## src/rtl/jtpopeye_dma.sv

```systemverilog
// jtpopeye_dma
//   Copies LEN words from CPU RAM (starting at SBASE) into object RAM once
//   per vertical blank. The CPU bus is requested for the whole transfer.
//   Each word takes two cen ticks: ADDR presents src_addr, and WR writes it.
//
// Ports
//   clk, rst_n       clock, synchronous active-low reset
//   cen              transfer pacing enable
//   VB_n             vertical blank (active low); its falling edge starts a copy
//   dma_en           gates transfer starts only
//   busak_n/busrq_n  CPU bus acknowledge / request (active low)
//   src_addr/src_din source read port
//   dst_addr/dst_dout/dst_we  destination write port
//   busy, done, abort         status; done and abort are one-clk pulses
//
// Optional feature
//   JTPOPEYE_DMA_ABORT_EN: the end of blank (VB_n rising) during REQ/ADDR/WR
//   cuts the transfer short. It is jumped to REL with an abort pulse.
//   Without the macro, the end of blank is ignored and abort stays 0.
module jtpopeye_dma #(
   parameter int           DW    = 8,
   parameter int           SAW   = 10,
   parameter int           DAW   = 8,
   parameter int           LEN   = 256,
   parameter [SAW-1:0]     SBASE = '0
) (
   input  logic           clk,
   input  logic           rst_n,
   input  logic           cen,
   input  logic           VB_n,
   input  logic           dma_en,
   input  logic           busak_n,
   output logic           busrq_n,
   output logic [SAW-1:0] src_addr,
   input  logic [DW-1:0]  src_din,
   output logic [DAW-1:0] dst_addr,
   output logic [DW-1:0]  dst_dout,
   output logic           dst_we,
   output logic           busy,
   output logic           done,
   output logic           abort
);

   // One extra bit so that count can hold LEN itself.
   localparam int CW = $clog2(LEN) + 1;

   typedef enum logic [2:0] { IDLE, REQ, ADDR, WR, REL } state_t;

   state_t        st;
   logic          vb_q;
   logic [CW-1:0] count;
   logic          start, step, last, abort_ev;

   assign start = vb_q & ~VB_n;          // registered 1->0 on VB_n
   assign step  = cen & ~busak_n;        // bus loss freezes ADDR/WR
   assign last  = count == CW'(LEN-1);

`ifdef JTPOPEYE_DMA_ABORT_EN
   assign abort_ev = ~vb_q & VB_n & (st == REQ || st == ADDR || st == WR);
`else
   assign abort_ev = 1'b0;
   assign abort    = 1'b0;
`endif

   assign busy     = st != IDLE;
   assign src_addr = SBASE + SAW'(count);
   assign dst_addr = DAW'(count);
   // Strobe is qualified with rst_n so the reset edge never writes, and
   // with abort_ev so an aborted word is not written.
   assign dst_we   = rst_n & (st == WR) & step & ~abort_ev;

   always_ff @(posedge clk) begin
      if (!rst_n) begin
         st       <= IDLE;
         vb_q     <= 1'b1;
         count    <= '0;
         busrq_n  <= 1'b1;
         done     <= 1'b0;
         dst_dout <= '0;
`ifdef JTPOPEYE_DMA_ABORT_EN
         abort    <= 1'b0;
`endif
      end else begin
         vb_q <= VB_n;
         done <= 1'b0;
`ifdef JTPOPEYE_DMA_ABORT_EN
         abort <= 1'b0;
`endif
         case (st)
            IDLE: if (start && dma_en) begin
               st      <= REQ;
               busrq_n <= 1'b0;
            end
            REQ: if (!busak_n) begin
               st    <= ADDR;
               count <= '0;
            end
            // Source data is captured while src_addr is stable. It is held
            // through WR, so a stall in WR keeps the same word.
            ADDR: if (step) begin
               st       <= WR;
               dst_dout <= src_din;
            end
            WR: if (step) begin
               count <= count + CW'(1);
               if (last) begin
                  st      <= REL;
                  busrq_n <= 1'b1;
                  done    <= 1'b1;
               end else
                  st <= ADDR;
            end
            REL: if (busak_n) st <= IDLE;
            default: st <= IDLE;
         endcase
`ifdef JTPOPEYE_DMA_ABORT_EN
         if (abort_ev) begin
            st      <= REL;
            busrq_n <= 1'b1;
            abort   <= 1'b1;
            done    <= 1'b0;
         end
`endif
      end
   end

endmodule

```

## config.mk

```make
export PLATFORM = sky130hd
export DESIGN_NAME = jtpopeye_dma
export DESIGN_NICKNAME = d
export VERILOG_FILES = /design/src/rtl/jtpopeye_dma.sv
export SDC_FILE = /design/constraint.sdc
export NUM_CORES = 1
export LEC_CHECK = 0
export CAP_MARGIN = 20
export CORE_ASPECT_RATIO = 0.8
export CORE_UTILIZATION = 32
export CTS_CLUSTER_SIZE = 24
export DETAILED_ROUTE_END_ITERATION = 6
export GPL_ROUTABILITY_DRIVEN = 0
export GPL_TIMING_DRIVEN = 1
export PLACE_DENSITY = 0.59
export SLEW_MARGIN = 20
export SYNTH_ARGS = -nofsm -noshare
export SYNTH_HDL_FRONTEND = slang
export SYNTH_SLANG_ARGS = --single-unit
```

## constraint.sdc

```tcl
create_clock -name clk -period 3.49 [get_ports clk]
set_input_delay 0.698 -clock clk [delete_from_list [all_inputs] [get_ports clk]]
set_output_delay 0.698 -clock clk [all_outputs]
set_load 0.02 [all_outputs]
```

## Yosys cells after proc, flatten, opt, wreduce, memory -nomap -nowiden

Cells that the tools add are included.

| operators by class | value |
|---|---|
| add/sub/neg operators | 1 |
| multiply operators | 0 |
| div/mod/pow operators | 0 |
| $lt $le $gt $ge | 0 |
| eq/ne operators | 11 |
| shift-type cells | 0 |
| mux-type cells | 15 |
| bitwise operators | 6 |
| reductions and logical operators | 10 |

Operator list:

| cell | number |
|---|---|
| $mux W3 | 6 |
| $mux W9 | 2 |
| $pmux W9 S2 | 1 |
| $pmux W3 S5 | 1 |
| $ne A2 B2 Y1 const B | 6 |
| $add A9 B1 Y9 const B | 1 |
| $eq A9 B8 Y1 const B | 1 |
| $eq A3 B2 Y1 const B | 2 |
| $reduce_and A3 Y1 | 2 |
| $reduce_and A5 Y1 | 1 |
| $and A1 B1 Y1 | 4 |
| $mux W1 | 4 |
| $reduce_and A4 Y1 | 1 |
| $reduce_bool A2 Y1 | 2 |
| $eq A3 B1 Y1 const B | 1 |
| $eq A3 B3 Y1 const B | 1 |
| $logic_not A3 Y1 | 1 |
| $reduce_bool A3 Y1 | 1 |
| $not A1 Y1 | 2 |
| $pmux W1 S2 | 1 |
| $reduce_and A2 Y1 | 1 |
| $logic_and A1 B1 Y1 | 1 |

| storage, ports and cells | value |
|---|---|
| bits in registers | 23 |
| latch bits | 0 |
| RAM bits | 0 |
| ROM bits | 0 |
| bits of input ports | 14 |
| logic and storage cells | 49 |
| memories | 0 |

## Logic depth before layout (Yosys ltp)

| logic depth | value |
|---|---|
| word-level depth | 5 |
| depth in mapped cells | 6 |
| gate-level depth less buffers | 6 |

## Least setup slack after synthesis

OpenSTA, ideal clock, no wires.

| timing | value |
|---|---|
| path type | in2out |
| start point | input port rst_n |
| end point | output port dst_we |
| arrival time | 1.425 ns |
| path slack | 1.367 ns |
| stages | 4 |
| path through | buf_2 -> nor3b_2 -> nand2_1 -> inv_1 |

| on the way | value |
|---|---|
| word-level cells in the longest chain between the ends | 2 |

RTL lines:

| item | line | source |
|---|---|---|
| start: declaration | 28 | `input logic rst_n,` |
| $and A1 B1 Y1 (2 in a row) | 70 | `assign dst_we = rst_n & (st == WR) & step & ~abort_ev;` |
| end: declaration | 38 | `output logic dst_we,` |

No other way between the ends.

## Worst setup path in the final report

| timing | value |
|---|---|
| start point | input port busak_n |
| end point | output port dst_we |

| on the way | value |
|---|---|
| word-level cells in the longest chain between the ends | 3 |

RTL lines:

| item | line | source |
|---|---|---|
| start: declaration | 32 | `input logic busak_n,` |
| $not A1 Y1 | 55 | `assign step = cen & ~busak_n;` |
| $and A1 B1 Y1 | 55 |  |
| $and A1 B1 Y1 | 70 |  |

No other way between the ends.

==> results.json <==
{
  "status": "finished, violations left",
  "violations": "DRC",
  "syn_avg_cell_area_um2": 8.98,
  "vdd_drop_max_mv": 0.267,
  "grt_pass1_wl_mm": 4.63,
  "fp.dieW_um": 71.3,
  "num_vias": 1124,
  "root_buffer": "clkbuf_8",
  "synthesis.area_mm2": 0.00123,
  "r2r_end": "dst_dout[2]$_SDFFE_PN0P_",
  "worstHoldEndpoint": "busrq_n$_SDFFE_PN1P_",
  "drt-pass1-iter-count": 6,
  "finalMaxSlewViolations": 0,
  "instances_no_fill": 214,
  "ys_seq_area_share_pct": 37.4,
  "final_common_cell": "clkdlybuf4s50_1",
  "total_power_uw": 509,
  "synth.top_cells.by_area": "dfxtp_1 (37%), buf_4 (7.3%), and3_1 (6.1%)",
  "n_antenna_cell": 0,
  "grt_use_total_pct": 14.4,
  "die_area_mm2": 0.00410,
  "synth_xor_area_share_pct": 0,
  "min_period_ns": 3.04,
  "rsz0062_at_grt": "no",
  "yosys_warnings": 0,
  "cp_max_fo": 7,
  "end_kind": "primary output",
  "drcViolationCount": 2,
  "coreArea_mm2": 0.00354,
  "synth_seq_cells": 23,
  "drt-initial-drc-count": 41,
  "utilization_pct": 47.3,
  "path_class": "input pin to primary output",
  "grt-ovfl-total": 0,
  "p_per_area_mw_per_mm2": 304,
  "synth_top_family_by_area": "compound AO/OA/AOI/OAI gates",
  "avgViaCountPerCell": 5.25,
  "synthMuxAreaShare_pct": 0,
  "area_delta_synth_final_pct": 36.1,
  "dpl.hpwl_mm": 2.07,
  "io-pin-count": 45,
  "drive_gt1_share_pct": 6.40,
  "relSlewSlack_pct": 53.2,
  "synth.distinct_cells": 37,
  "clock_sinks": 23,
  "port_buffers": 42,
  "met2_length_mm": 1.28,
  "yosys.area.top_type": "dfxtp_1",
  "dp.cells": 210,
  "top_layer": "met4",
  "synth-compound-area-share_pct": 25.4,
  "wl_met3_um": 136,
  "totalWireLength_mm": 2.85,
  "skew_ns": 0.00116,
  "fp-row-count": 19,
  "yosys.area_share.adder_pct": 2.03,
  "r2r.worst_path.cells": 3,
  "crit_arrival_ns": 2.34,
  "layout_worst_path_cycle_share_pct": 87.0,
  "ant_nets": 0,
  "worst_pin_slew_ns": 0.699,
  "setup_viol": 0,
  "clock_path_buffers": 2,
  "clk_pin_slew_worst_paths_ns": 0.08,
  "r2r-start": "st[0]$_SDFFE_PN0P_",
  "fp.dieH_um": 57.5,
  "cts_buffers": 3,
  "htreeDepth": 1,
  "min_from": "busrq_n$_SDFFE_PN1P_",
  "grt_max_degree": 19,
  "required_ns": 2.79,
  "start_kind": "input pin",
  "worstHoldPathCells": 2,
  "cts_resized": 0,
  "hold_viol_final": 0,
  "clock.fmax_mhz": 329,
  "cts_hold_buf": 0,
  "post_cts_buffers": 0,
  "cts_tree": "done",
  "drv_cap": 0,
  "power.leakage_nw": 0.637,
  "start_util_pct": 34.7,
  "reg2reg_slack_ns": 1.87,
  "synth_top_cell_area_share_pct": 37.4,
  "wl_met1_mm": 1.41,
  "final_cell_mix": "clkdlybuf4s50_1 (42), dfxtp_1 (23), and3_1 (12)",
  "wire_per_inst_um": 13.3,
  "hold_path.class": "flip-flop to flip-flop",
  "fin_nets": 189,
  "antenna_found_initial": 0,
  "grt_pass1_vias": 1047,
  "clk_latency_ns": 0.26,
  "final.setup.tns_ns": 0,
  "synth-simple-area-share_pct": 23.6,
  "syn_inst": 137
}
==> power breakdown <==
group,internal (mW),switching [mW]
Sequential,0.268,0.00727
Clock,0.0815,0.0833
Combinational,0.0358,0.0333
==> worst max-delay path by stage <==
stage	startpoint	to	slack, ns	cells past startpoint
after floorplan	rst_n	dst_we	1.37	4
after global placement	busak_n	dst_we	0.51	5
after detailed placement	busak_n	dst_we	0.46	5
after CTS	busak_n	dst_we	0.46	5
after global routing	busak_n	dst_we	0.38	5
final	busak_n	dst_we	0.45	5
==> worst max-delay path: stages <==
cell and delay [ns]:
clkdlybuf4s50_1 0.56, nor3b_2 0.27, nand2_1 0.10, inv_1 0.10, clkdlybuf4s50_1 0.61
==> sequential cells by signal, indices dropped and copies added, names as in the netlist <==
signal / count
count: 9
vb_q: 1
dst_dout: 8
st: 3
done: 1
busrq_n: 1
==> stage by stage <==
stage | cell area (um^2) | setup slack, ns | hold WS, ns
CTS | 1670 | 0.457 | 0.517
global placement | 1630 | 0.508 | 0.490
floorplan | 1230 | 1.37 | 0.520
detailed placement | 1630 | 0.459 | 0.492
global route | 1670 | 0.384 | 0.536
finish | 1670 | 0.453 | 0.511
==> cell usage after synthesis <==
cell and number:
o311ai_0 2, buf_4 12, clkbuf_1 2, conb_1 1, nand2_1 6, nand3b_1 1
and4b_1 1, and3b_1 1, o21ai_0 1, o311a_1 1, a21oi_1 1, buf_2 2
a311oi_1 1, a211oi_1 1, nand4_1 3, nor2_1 4, or3_1 1, or3b_4 1
and3_1 12, a22o_1 2, a21boi_0 8, o21ai_2 1, nor3b_2 1, dfxtp_1 23
a31oi_1 7, inv_1 8, ha_1 2, nand2b_1 5, a2bb2oi_1 1, nor2b_1 1
nor3b_1 1, o211ai_1 7, o21a_1 9, and4_1 1, nor3_1 1, nor4b_4 1
nand3_1 4
==> cell families (layout without fill, tap and decap cells) <==
family | count (synthesis) | in the layout
AO/OA/AOI/OAI | 42 | 42
adder cells (fa/ha/maj) | 2 | 2
buffers and inverters | 24 | 58
flip-flops | 23 | 23
other | 1 | 2
AND/OR/NAND/NOR | 45 | 45
==> final cells by class <==
type | count | area (um^2)
Fill cell | 336 | 1870
Multi-Input combinational cell | 91 | 636
Sequential cell | 23 | 460
Timing Repair Buffer | 46 | 450
Tap cell | 42 | 52.6
Clock buffer | 4 | 45.0
Inverter | 8 | 30.0
==> routing by layer <==
layer	up-vias	track usage [%]
li1	563	-
met1	528	19.5
met2	31	22.3
met3	2	4.42
met4	0	3.71
met5	-	0
(Power assumes the default switching activity.)
